**src/rtl/wb_write_queue.sv**
```systemverilog
// Posted register-write queue: buffers writes in a circular FIFO, drains the head
// into the register file when not stalled, and forwards the newest pending value to readers.
module wb_write_queue #(
    parameter int DEPTH = 4
) (
    input  logic                     Clk,
    input  logic                     Reset_n,
    input  logic                     InValid,
    output logic                     InReady,
    input  logic [4:0]               InReg,
    input  logic [31:0]              InData,
    input  logic                     Stall,
    output logic                     RegWrite,
    output logic [4:0]               WriteRegister,
    output logic [31:0]              WriteData,
    input  logic [4:0]               LookupReg1,
    input  logic [4:0]               LookupReg2,
    output logic                     Hit1,
    output logic                     Hit2,
    output logic [31:0]              FwdData1,
    output logic [31:0]              FwdData2,
    output logic [$clog2(DEPTH):0]   Count
);

    localparam int PW = $clog2(DEPTH);
    localparam int CW = PW + 1;
    localparam logic [CW-1:0] DEPTH_C = CW'(DEPTH);

    logic [PW-1:0] head_q, head_d;
    logic [PW-1:0] tail_q, tail_d;
    logic [CW-1:0] count_q, count_d;
    logic [4:0]    reg_mem_q  [DEPTH];
    logic [4:0]    reg_mem_d  [DEPTH];
    logic [31:0]   data_mem_q [DEPTH];
    logic [31:0]   data_mem_d [DEPTH];

    logic ready_s;
    logic pop_s;
    logic push_s;

    // Handshake qualifiers; a full queue refuses even when a pop frees a slot this cycle
    always_comb begin
        ready_s = Reset_n && (count_q < DEPTH_C);
        pop_s   = Reset_n && (count_q != {CW{1'b0}}) && !Stall;
        push_s  = InValid && ready_s && (InReg != 5'd0);
    end

    // Pointer and occupancy next state
    always_comb begin
        head_d = pop_s  ? (head_q + PW'(1)) : head_q;
        tail_d = push_s ? (tail_q + PW'(1)) : tail_q;
        case ({push_s, pop_s})
            2'b10:   count_d = count_q + CW'(1);
            2'b01:   count_d = count_q - CW'(1);
            default: count_d = count_q;
        endcase
    end

    // Storage next state: write the incoming entry at the tail
    always_comb begin
        reg_mem_d  = reg_mem_q;
        data_mem_d = data_mem_q;
        if (push_s) begin
            reg_mem_d[tail_q]  = InReg;
            data_mem_d[tail_q] = InData;
        end else begin
            reg_mem_d[tail_q]  = reg_mem_q[tail_q];
            data_mem_d[tail_q] = data_mem_q[tail_q];
        end
    end

    // Control state with synchronous active-low reset
    always_ff @(posedge Clk) begin
        if (!Reset_n) begin
            head_q  <= {PW{1'b0}};
            tail_q  <= {PW{1'b0}};
            count_q <= {CW{1'b0}};
        end else begin
            head_q  <= head_d;
            tail_q  <= tail_d;
            count_q <= count_d;
        end
    end

    // Entry storage; contents are meaningless outside the live window so no reset
    always_ff @(posedge Clk) begin
        reg_mem_q  <= reg_mem_d;
        data_mem_q <= data_mem_d;
    end

    // Drain port and status
    always_comb begin
        InReady       = ready_s;
        Count         = count_q;
        RegWrite      = pop_s;
        WriteRegister = pop_s ? reg_mem_q[head_q]  : 5'd0;
        WriteData     = pop_s ? data_mem_q[head_q] : 32'd0;
    end

    // Forwarding: scan oldest to newest so the newest live match wins
    always_comb begin : lookup
        logic [PW-1:0] idx;
        logic          live;
        idx      = head_q;
        live     = 1'b0;
        Hit1     = 1'b0;
        Hit2     = 1'b0;
        FwdData1 = 32'd0;
        FwdData2 = 32'd0;
        for (int i = 0; i < DEPTH; i++) begin
            idx  = head_q + PW'(i);
            live = Reset_n && (CW'(i) < count_q);
            Hit1     = (live && (LookupReg1 != 5'd0) && (reg_mem_q[idx] == LookupReg1)) ? 1'b1 : Hit1;
            FwdData1 = (live && (LookupReg1 != 5'd0) && (reg_mem_q[idx] == LookupReg1)) ? data_mem_q[idx] : FwdData1;
            Hit2     = (live && (LookupReg2 != 5'd0) && (reg_mem_q[idx] == LookupReg2)) ? 1'b1 : Hit2;
            FwdData2 = (live && (LookupReg2 != 5'd0) && (reg_mem_q[idx] == LookupReg2)) ? data_mem_q[idx] : FwdData2;
        end
    end

endmodule

```
**config.mk**
```make
export PLATFORM = sky130hd
export DESIGN_NAME = wb_write_queue
export DESIGN_NICKNAME = d
export VERILOG_FILES = /design/src/rtl/wb_write_queue.sv
export SDC_FILE = /design/constraint.sdc
export NUM_CORES = 1
export LEC_CHECK = 0
export BUFFER_PORTS_ARGS = -buffer_cell sky130_fd_sc_hd__buf_2
export CORE_ASPECT_RATIO = 0.9
export CORE_MARGIN = 4
export CORE_UTILIZATION = 45
export CTS_BUF_LIST = sky130_fd_sc_hd__clkbuf_4 sky130_fd_sc_hd__clkbuf_8
export DETAILED_ROUTE_END_ITERATION = 7
export HOLD_SLACK_MARGIN = 0.12
export PLACE_DENSITY = 0.65
export SYNTH_ARGS = -nofsm -noshare
export SYNTH_HDL_FRONTEND = slang
export SYNTH_SLANG_ARGS = --single-unit
```
**constraint.sdc**
```tcl
create_clock -name Clk -period 3.8 [get_ports Clk]
set_input_delay 0.76 -clock Clk [delete_from_list [all_inputs] [get_ports Clk]]
set_output_delay 0.76 -clock Clk [all_outputs]
set_load 0.005 [all_outputs]
```
=== Word level (Yosys, flattened, before mapping) ===
Cells that the tools add are included.

* Register bits after elaboration: 155
* Input port bits: 51
* Output and inout bits: 108
* Word-level logic and storage cells: 134

* $add $sub $neg: 6
* Order comparisons: 11
* Equality and inequality tests: 10
* Multiplexer cells: 59
* Bitwise operators: 5
* Reduce and logical (&&, ||, !) cells: 32

{| class="wikitable"
|+ Operators by type and width
! operator !! number
|-
| $mux 32 || 20
|-
| $bmux 32 s2 || 5
|-
| $bwmux 128 || 2
|-
| $mux 128 || 1
|-
| $demux 32 s2 || 1
|-
| $mux 5 || 12
|-
| $bmux 5 s2 || 5
|-
| $bwmux 20 || 2
|-
| $eq 5x5->1 || 8
|-
| $logic_and 1x1->1 || 26
|-
| $mux 20 || 1
|-
| $ge 3x3->1 const B || 5
|-
| $not 2->3 || 5
|-
| $reduce_bool 5->1 || 3
|-
| $demux 5 s2 || 1
|-
| $mux 1 || 8
|-
| $lt 1x3->1 const A || 2
|-
| $lt 2x3->1 const A || 2
|-
| $pmux 3 s2 || 1
|-
| $add 2x1->2 const B || 2
|-
| $add 2x2->2 const B || 2
|-
| $add 3x1->3 const B || 1
|-
| $lt 3x1->1 const B || 1
|-
| $lt 3x3->1 const B || 1
|-
| other kinds (6) || 6
|}

=== Longest topological paths before layout ===
Gate-level depths: netlist of run 1.

* Depth after elaboration: 10
* Depth in mapped cells: 11
* Depth with buffers taken out: 9

=== Worst setup path after synthesis of run 1 ===
OpenSTA, ideal clock, no wires.

* Path type: input to output
* From: input LookupReg1[1]
* To: output FwdData1[10]
* Arrival: 2,677 ps
* Setup slack: 363 ps
* Cell stages on the path: 10
* Buffers on the path: 4
* Cells stage by stage: clkbuf_1 nor4_1 nor2b_1 or3_1 clkbuf_1 or2_1 buf_2 clkbuf_1 a31oi_1 a211oi_1

* Word-level cells in the longest chain between the ends: 7
* Elaborated cells on any way between the ends: 17
* Those cells by class: 4 x eq/ne; 4 x mux; 9 x reduce/logical

{| class="wikitable"
|+ RTL lines
! element !! line !! RTL
|-
| from (decl) || 16 || <nowiki>input logic [4:0] LookupReg1,</nowiki>
|-
| $reduce_bool 5->1 || 114 || <nowiki>FwdData1 = (live && (LookupReg1 != 5'd0) && (reg_mem_q[idx] == LookupReg1)) ? data_mem_q[idx] : FwdData1;</nowiki>
|-
| $logic_and 1x1->1 (2 in series) || 114 ||
|-
| $mux 32 (3 in series) || 114 ||
|-
| $mux 32 * || 114 ||
|-
| to (decl) || 20 || <nowiki>output logic [31:0] FwdData1,</nowiki>
|}

Every way passes the cells marked *; elsewhere a longest branch is shown, timed or not.

=== Final worst setup path of run 1 ===
* From: register head_q[0]
* To: output FwdData2[3]

* Word-level cells in the longest chain between the ends: 10
* Elaborated cells on any way between the ends: 43
* Those cells by class: 3 x add/sub; 4 x eq/ne; 28 x mux; 4 x bitwise; 4 x reduce/logical

{| class="wikitable"
|+ RTL lines
! element !! line !! RTL
|-
| from (decl) || 29 || <nowiki>logic [PW-1:0] head_q, head_d;</nowiki>
|-
| from (signal assigned) || 75 || <nowiki>head_q <= {PW{1'b0}};</nowiki>
|-
| $add 2x1->2 or $not 2->3 (tied branches) || 111, 116 ||
|-
| $not 2->3 (implied by the code) or $bmux 5 s2 (tied branches) || 116 || <nowiki>FwdData2 = (live && (LookupReg2 != 5'd0) && (reg_mem_q[idx] == LookupReg2)) ? data_mem_q[idx] : FwdData2;</nowiki>
|-
| $bmux 5 s2 or $mux 5 (tied branches) || 116 ||
|-
| $mux 5 (implied by the code) || 116 ||
|-
| $mux 5 (implied by the code) or $eq 5x5->1 (tied branches) || 116 ||
|-
| $eq 5x5->1 or $logic_and 1x1->1 (tied branches) || 116 ||
|-
| $logic_and 1x1->1 or $mux 32 (tied branches) || 116 ||
|-
| $mux 32 (2 in series) || 116 ||
|-
| $mux 32 * || 116 ||
|-
| to (decl) || 21 || <nowiki>output logic [31:0] FwdData2,</nowiki>
|}

Every way passes the cells marked *; elsewhere a longest branch is shown, timed or not. The select of a mux whose other input is x is not followed.

==> flow_summary.toml, run 1 <==
[floorplan]
boundaryPins = 159
dieArea_sq_mm = 0.03252
start_util = 0.4594
rows = 59
die_h_um = 171.5
die_width_um = 189.6
fp.coreArea_sq_mm = 0.02909

[critical_path]
start_kind = "flop"
reg2reg_to = "reg_mem_q[12]"
worstPathArrival_ps = 3190
critPathKind = "reg2out"
cp.required_ps = 3040
ff2ff_path_depth = 4
critPathMaxFanout = 8
regToRegStartpoint = "tail_q[0]"
r2r_slack_ps = 1500
end_kind = "output port"

[yosys]
syn-num-nets = 1496
synth_area_leader_cell = "edfxtp_1"
ys.flop_type = "edfxtp_1"
synthDistinctLibCells = 48
synth_edf_count = 148
async_reset_ff_frac = 0
yosys_warnings = 0
synth_area_sq_mm = 0.01336
synth_seq_cells = 155
seq_area_frac_synth = 0.3431
synthTopCellsByArea = "edfxtp_1 (33%), mux2i_1 (12%), mux4_2 (9.9%), nor2b_1 (7.0%), nand2_1 (4.2%)"
synth_cells = 1436
avgSynthCellArea_sq_um = 9.305
synth_top_area_frac = 0.3326

[min_path]
worstHoldStart = "Count[2]"
hp-class = "reg2reg"
holdPathEnd = "Count[2]"
worstHoldPathCells = 2

[layout]
nNetsFinal = 1635
fillers = 2545
drive_above_1_share = 0.3243
fin_cells = 1984
areaGrowthSynthToFinish_pct = 22.02
antenna_cells = 0
stdcell_area_sq_mm = 0.01630
utilization = 0.5606

[routing]
wire_per_inst_um = 21.80
postRouteAntennaNets = 0
drt_first_pass_iters = 5
avgViaCountPerCell = 6.058
wirelength_um = 43250
drt-initial-drc-count = 1328
vias = 12020
post-route-drc-count = 0

[outcome]
violations = "negative setup slack"
outcome = "complete, but fails checks"

[placed_design]
gp_congestion = 0.9388
placed_cell_area_sq_mm = 0.01478
dp_hpwl_um = 27900
pre_cts_ws_ps = 138.8
dp.cells = 1920
port_buffers = 158

[clock_network]
ctsHoldBuffers = 0
clk_pin_slew_ps = 100
clockRootBuffer = "clkbuf_8"
cts_sinks = 155
cts_tree = "built"
clkLatencyLatePin_ps = 480
cts_inserted_buffers = 17
ctsHtreeMaxLevel = 4
cts_buffer_depth = 2

[power_and_ir_drop]
p_per_area_mw_per_mm2 = 351.5
p_leak_nw = 5.798
internal_power_mw = 3.656
peakVddDrop_uv = 257.4
p_switching_mw = 2.075
clock_power_share = 0.240
netSwitchingFraction = 0.3620
comb_power_share = 0.370
pwr-share-seq = 0.390

[timing]
final_max_slew_viol_count = 0
rsz0062_at_grt = "true"
min_period_ps = 3947
period_share = 1.039
finalHoldViolations = 0
setup_viol = 63
finalWorstSetupSlack_ps = -147.5
tightest_slew_ps = 847.4
tns_ps = -5135
maxSlewHeadroom = 0.4351
timing.fmax_ghz = 0.2533
skew_ps = 20.18

[global_route]
grt_pass1_vias = 11680
antenna_found_initial = 0
grt-ovfl-total = 0
grt_max_degree = 102
grt_pass1_wl_um = 65450
track_usage = 0.2559

[run]
cap_viol_max_count = 0
[repair_timing]
action,in CTS,in global routing
hold endpoints to repair,0,0
pin swaps,28,25
buffers inserted,18,6
gates cloned,5,5
endpoints found under the setup margin,64,64
gates resized for setup,96,51
[cells in the mapped netlist (all sizes together), types with 3 or more instances]
cell	n
mux2i	154
nand2	151
nor2b	149
edfxtp	148
nor2	110
nor3	97
clkbuf	85
a21oi	67
mux4	59
buf	53
o21ai	45
mux2	38
xnor2	37
inv	36
nand3	35
a31oi	34
a211oi	33
o211ai	31
and2	17
ha	9
dfxtp	7
xor2	7
nand4	6
or3	4
or2	3
[routing by layer]
layer	global-route usage	vias to the layer above	routed length (um)
li1	-	5480	-
met1	0.3523	5823	18300
met2	0.4129	617	19520
met3	0.04221	100	4059
met4	0.09182	0	1368
met5	0	-	0
[worst max-delay path by stage]
stage                              from            to  slack (ps)  depth (start not counted)
after global placement        head_q[0]  FwdData1[31]         190                          9
final                         head_q[0]   FwdData2[3]        -150                          9
after detailed placement  LookupReg1[0]   FwdData1[0]         140                         10
after floorplan           LookupReg1[1]  FwdData1[10]         360                         10
after CTS                     head_q[0]   FwdData2[9]         -80                          9
after global routing          head_q[0]   FwdData2[3]        -270                         11
[power groups by stage]
stage	combinational, mW	clock, mW	sequential [mW]
2_1_floorplan	1.49	0	2.22
3_3_place_gp	1.89	0	2.27
3_5_place_dp	1.92	0	2.29
4_1_cts	2.05	1.39	2.24
5_1_grt	2.29	1.46	2.27
6_report	2.12	1.38	2.24
[registers in the layout (all words and copies together), names as in the netlist]
signal,count
Count,3
data_mem_q,128
tail_q,2
reg_mem_q,20
head_q,2
[worst max-delay path, cell delays in order, from the launching register on]
cell	delay [ps]
dfxtp_4	400
buf_6	150
mux4_2	550
xnor2_1	200
nand4_1	160
or4b_4	550
o211ai_4	210
buf_12	190
o211ai_1	140
buf_2	160
[cells by family after synthesis]
family / after synthesis / synth area share
compound gates: 220 / 0.1044
xor+xnor: 44 / 0.02884
fa+ha+maj: 9 / 0.008428
buf+inv: 174 / 0.05422
flops: 155 / 0.3431
mux: 251 / 0.2468
simple gates: 583 / 0.2142
[area by class of cell]
class / instances / area, sq um / area share
clock inverter: 14 / 180.2 / 0.01105
inverter: 36 / 135.1 / 0.008288
timing repair buffer: 258 / 2029 / 0.1245
sequential: 155 / 4594 / 0.2818
tap: 396 / 495.5 / 0.03039
clock buffer: 18 / 241.5 / 0.01481
multi-input combinational: 1107 / 8628 / 0.5292
[cell usage in the layout, fill, tap and decap left out, types with 27 or more instances in the layout]
master,count
buf_2,157
mux2i_1,154
nand2_1,151
nor2b_1,149
edfxtp_1,148
nor2_1,102
mux4_2,59
nor3_1,59
buf_4,57
a21oi_1,51
o21ai_0,42
mux2_2,38
nor3_2,36
inv_1,35
a31oi_1,33
xnor2_1,32
nand3_1,27
[metrics by stage]
stage          hold WS, ps  power, mW
6_report             613.5      5.731
5_1_grt              614.9      6.023
4_1_cts              606.3      5.681
3_5_place_dp         615.2      4.208
3_3_place_gp         597.1      4.160
2_1_floorplan        547.3      3.713
Note: power is estimated with default switching activity, not from simulation.
==> inputs of run 2 (changes only) <==
- CORE_ASPECT_RATIO: 0.9 -> not set
- CORE_MARGIN: 4 -> 3
==> run 2 against run 1 <==
- the flow still finishes with violations (negative setup slack)
- cell count fell by 0.25%
- global-route usage increased by 1.1 points
- register-to-register slack got worse by 140 ps
- setup slack got worse by 20 ps
- wire length up 6.0%
- power down 0.61%
- non-clock buffer count is 8 higher
- first-iteration DRC count is 3.0% lower
- via count grew 2.0%
- critical endpoint is now FwdData1[1]
- largest cell class unchanged
==> flow_summary.toml, run 2 (same netlist as run 1, synthesis figures left out) <==
[outcome]
outcome = "complete, but fails checks"
violations = "negative setup slack"

[timing]
min_period_ps = 3967
hold_slack_ps = 642.2
final_max_slew_viol_count = 0
tightest_slew_ps = 964.0
setup_viol = 62
rsz0062_at_grt = "true"
finalWorstSetupSlack_ps = -167.4
maxSlewHeadroom = 0.3573
timing.fmax_ghz = 0.2521
skew_ps = 16.00
finalHoldViolations = 0
period_share = 1.044

[routing]
postRouteAntennaNets = 0
wire_per_inst_um = 23.17
drt-initial-drc-count = 1288
vias = 12255
wirelength_um = 45860
post-route-drc-count = 0
drt_first_pass_iters = 5
avgViaCountPerCell = 6.193

[power_and_ir_drop]
p_per_area_mw_per_mm2 = 339.1
clock_power_share = 0.229
netSwitchingFraction = 0.3624
internal_power_mw = 3.632
peakVddDrop_uv = 217.5
p_leak_nw = 5.957
p_switching_mw = 2.064
comb_power_share = 0.379
pwr-share-seq = 0.393

[layout]
largest_register_ffs = 128
antenna_cells = 0
largest-register = "data_mem_q"
final_common_cell = "buf_2"
areaGrowthSynthToFinish_pct = 25.72
drive_above_1_share = 0.3386
nNetsFinal = 1643
utilization = 0.5790
final_cell_mix = "buf_2 (157), mux2i_1 (154), nand2_1 (151), nor2b_1 (149), edfxtp_1 (148)"

[critical_path]
start_kind = "flop"
critPathSlowestCell = "mux4_2"
r2r_slack_ps = 1360
crit_buf_inv = 5
critPathMaxFanout = 21
cp.required_ps = 3040
critPathTopFamily = "buffers and inverters"
critPathKind = "reg2out"
worstPathCellList = "buf_6, mux4_2, xnor2_1, nand4_1, buf_4, nor4b_4, nor2_4, buf_12, a211oi_2, buf_4, buf_6"
slowest_delay_ps = 560
end_kind = "output port"
worstPathArrival_ps = 3210

[global_route]
grt_max_degree = 103
track_usage = 0.2673
antenna_found_initial = 0
grt-ovfl-total = 0
grt_pass1_vias = 11526
grt_pass1_wl_um = 65560

[clock_network]
cts_inserted_buffers = 17
cts_sinks = 155
clk_pin_slew_ps = 100
cts_tree = "built"
ctsHtreeMaxLevel = 4
clockRootBuffer = "clkbuf_8"
clkLatencyLatePin_ps = 470
cts_buffer_depth = 2

[floorplan]
die_h_um = 178.3
start_util = 0.4605
fp.coreArea_sq_mm = 0.02901
rows = 62
die_width_um = 178.3
boundaryPins = 159
dieArea_sq_mm = 0.03180

[placed_design]
dp_hpwl_um = 27480
port_buffers = 158
gp_congestion = 0.8985

[run]
cap_viol_max_count = 0

[min_path]
hp-class = "reg2reg"
[run 2: cell types whose count changed in the layout (fill, tap and decap cells not counted), sizes merged]
cell | previous run | this run
bufbuf | 2 | 0
clkbuf | 22 | 28
clkinvlp | 0 | 2
buf | 252 | 256
inv | 43 | 41
clkinv | 5 | 4
[run 2: metrics by stage]
step	instances	instance area, sq um	TNS [ps]	worst slack, ps	power (mW)
after floorplan	1436	13360	0	362.9	3.713
after global placement	1900	14710	0	200.6	4.187
after detailed placement	1900	14710	0	180.8	4.218
after CTS	1955	15590	-4640	-121.3	5.566
after global routing	1979	16800	-9410	-236.3	5.992
final	1979	16800	-3942	-167.4	5.696
[run 2: worst paths after layout]
check / startpoint / endpoint / depth (start not counted)
worst min register to register: Count[2] / Count[2] / 2
worst min-delay path: Count[2] / Count[2] / 2
worst max-delay path: head_q[0] / FwdData1[1] / 11
worst max register to register: tail_q[1] / data_mem_q[56] / 4
[run 2: cell type report]
| class | count | area, sq um |
|---|---|---|
| tap | 384 | 480.5 |
| sequential | 155 | 4596 |
| multi-input combinational | 1107 | 8977 |
| clock buffer | 18 | 241.5 |
| fill | 2478 | 12210 |
| inverter | 36 | 135.1 |
| timing repair buffer | 266 | 2212 |
| clock inverter | 13 | 156.4 |
[run 2: metal layers]
layer  global-route usage  part of all wire  vias up
met5                    0                 0        -
met3              0.04874              0.10      126
li1                     -                 -     5494
met1               0.3559              0.40     5907
met2               0.4443              0.47      728
met4              0.08344             0.032        0
[run 2: power groups by stage]
stage	Sequential, mW	Clock (mW)	Combinational (mW)
detailed placement	2.29	0	1.93
global route	2.26	1.39	2.34
finish	2.24	1.30	2.16
global placement	2.27	0	1.92
floorplan	2.22	0	1.49
CTS	2.23	1.32	2.02
[run 2: tightest hold or removal path, stage by stage (launching register included)]
cell and delay [ps]:
dfxtp_1 410, o21ai_0 110, a21boi_0 80
[run 2: repair_timing]
item	in CTS	in global routing
endpoints found under the setup margin	64	64
hold buffers	0	0
pin swaps	16	50
setup buffers	19	16
gates resized for setup	41	166
gates cloned	5	12
==> inputs of run 3 (changes only) <==
- ABC_AREA: not set -> 1
==> run 3 against run 2 <==
- the flow now finishes without violations
- combinational power grew 17%
- worst hold slack better by 3.0 ps
- sequential cell count is the same
- critical endpoint is now FwdData2[8]
- highest routed layer unchanged
==> flow_summary.toml, run 3 <==
[layout]
largest-register = "data_mem_q"
multi_input_area_sq_mm = 0.008129
antenna_cells = 0
final_cell_mix = "nand2_1 (662), nor2_1 (450), o21ai_0 (329), inv_1 (161), buf_2 (158)"
largest_register_ffs = 128
areaGrowthSynthToFinish_pct = 10.50
nNetsFinal = 2418
drive_above_1_share = 0.1168
final_common_cell = "nand2_1"
area.sequential_sq_mm = 0.004594
fillers = 3175

[global_route]
track_usage = 0.2798
grt_pass1_wl_um = 74810
antenna_found_initial = 0
grt-ovfl-total = 0
grt_pass1_vias = 13981
grt_max_degree = 96

[clock_network]
clk_pin_slew_ps = 100
cts_tree = "built"
cts_sinks = 155
cts_inserted_buffers = 17
clkLatencyLatePin_ps = 470
ctsHoldBuffers = 0
clockRootBuffer = "clkbuf_8"
ctsHtreeMaxLevel = 4
cts_buffer_depth = 2

[timing]
skew_ps = 16.86
timing.fmax_ghz = 0.2767
rsz0062_at_grt = "false"
finalHoldViolations = 0
setup_viol = 0
period_share = 0.9512
tightest_slew_ps = 942.2
maxSlewHeadroom = 0.3709
final_max_slew_viol_count = 0
min_period_ps = 3615
tns_ps = 0

[yosys]
synthDistinctLibCells = 30
synth_top_area_frac = 0.3151
ys.flop_type = "edfxtp_1"
synth_area_leader_cell = "edfxtp_1"
synth_edf_count = 148
async_reset_ff_frac = 0
seq_area_frac_synth = 0.3250
ys_top_cells_by_count = "nand2_1 (662), nor2_1 (452), o21ai_0 (331)"
synth_cells = 2303
synth_area_sq_mm = 0.01411
yosys_warnings = 0
synthTopCellsByArea = "edfxtp_1 (32%), nand2_1 (18%), nor2_1 (12%), o21ai_0 (12%), inv_1 (4.3%)"
syn-num-nets = 2363
synth_seq_cells = 155
yosysMostFrequentCell = "nand2_1"
avgSynthCellArea_sq_um = 6.125

[routing]
wirelength_um = 48290
postRouteAntennaNets = 0
post-route-drc-count = 0
drt_first_pass_iters = 6
wire_per_inst_um = 17.45
avgViaCountPerCell = 5.508
vias = 15240
drt-initial-drc-count = 1538

[placed_design]
port_buffers = 158
dp_hpwl_um = 31200
gp_congestion = 0.9437

[power_and_ir_drop]
p_leak_nw = 7.210
power_mw = 5.927
peakVddDrop_uv = 276.9
p_per_area_mw_per_mm2 = 380.2

[critical_path]
start_kind = "flop"
ff2ff_path_depth = 4
r2r_slack_ps = 1200
regToRegStartpoint = "tail_q[1]"
critPathKind = "reg2out"
slowest_delay_ps = 410
end_kind = "output port"
crit_buf_inv = 4
cp.required_ps = 3040
worstPathArrival_ps = 2850
reg2reg_to = "data_mem_q[68]"
critPathMaxFanout = 41
critPathTopFamily = "simple AND/OR/NAND/NOR gates"
crit_top_cell = "nand2_1"
critPathSlowestCell = "dfxtp_4"
worstPathCellList = "inv_4, nand2_1, nand2_4, buf_12, nand2_1, nand2_1, xor2_1, nand2_1, nor2_4, buf_12, nor2_1, nand2_1, nand2_1, buf_2"

[floorplan]
die_h_um = 183.1
dieArea_sq_mm = 0.03351
fp.coreArea_sq_mm = 0.03075
boundaryPins = 159
rows = 64
die_width_um = 183.1
start_util = 0.4587

[min_path]
worstHoldPathCells = 2
holdPathEnd = "Count[2]"
hp-class = "reg2reg"
worstHoldStart = "Count[2]"

[run]
cap_viol_max_count = 0

[outcome]
outcome = "completed"
-- run 3: power breakdown --
group	internal (mW)	switching, mW	total, mW
sequential	2.08	0.114	2.19
combinational	0.709	1.82	2.53
clock	0.479	0.726	1.20
total	3.27	2.66	5.93
-- run 3: layout make-up --
cell class / instances / share of cell area
clock inverter: 15 / 0.008348
tap: 396 / 0.03179
sequential: 155 / 0.2948
inverter: 168 / 0.04078
clock buffer: 17 / 0.01501
multi-input combinational: 1810 / 0.5215
timing repair buffer: 206 / 0.08782
-- run 3: cell families after synthesis --
| group | synth area share |
|---|---|
| adders and majority gates | 0.007983 |
| DFF | 0.3250 |
| xor gates and xnor gates | 0.004346 |
| buffers and inverters | 0.1039 |
| muxes | 0.02342 |
| and+or+nand+nor | 0.3762 |
| AOI/OAI and AO/OA | 0.1592 |
-- run 3: through the flow --
| stage | setup WS, ps | std cells | hold WS, ps | instance area, sq um | util |
|---|---|---|---|---|---|
| 6_report | 185.4 | 2767 | 645.2 | 15590 | 0.5069 |
| 5_1_grt | 10.54 | 2767 | 647.1 | 15590 | 0.5069 |
| 4_1_cts | 36.48 | 2765 | 633.7 | 15490 | 0.5038 |
| 3_5_place_dp | 416.0 | 2733 | 628.5 | 15080 | 0.4904 |
| 3_3_place_gp | 425.3 | 2733 | 616.9 | 15080 | 0.4904 |
| 2_1_floorplan | 1128 | 2303 | 562.3 | 14110 | - |
-- run 3: routing by layer --
layer | GRT usage | part of all wire
met2 | 0.4835 | 0.48
met1 | 0.3726 | 0.42
met4 | 0.08318 | 0.019
met3 | 0.02935 | 0.082
met5 | 0 | 0
-- run 3: timing repair --
| action | in CTS | in global routing |
|---|---|---|
| buffers inserted | 0 | 1 |
| pin swaps | 0 | 1 |
| gates cloned | 0 | 1 |
| endpoints found under the setup margin | 65 | 66 |
| resized for setup | 12 | 21 |
-- run 3: worst max-delay path by stage --
stage | startpoint | endpoint | slack [ps] | cells after the start
detailed placement | head_q[0] | FwdData2[8] | 420 | 14
global placement | LookupReg2[1] | FwdData2[6] | 430 | 13
CTS | head_q[0] | FwdData2[31] | 40 | 13
floorplan | Reset_n | WriteData[25] | 1130 | 7
finish | head_q[0] | FwdData2[8] | 190 | 14
global route | head_q[0] | FwdData2[3] | 10 | 14
-- run 3: tightest hold or removal path, stage by stage, from the launching register on --
cell,delay (ps)
dfxtp_1,340
inv_1,180
a21oi_1,90
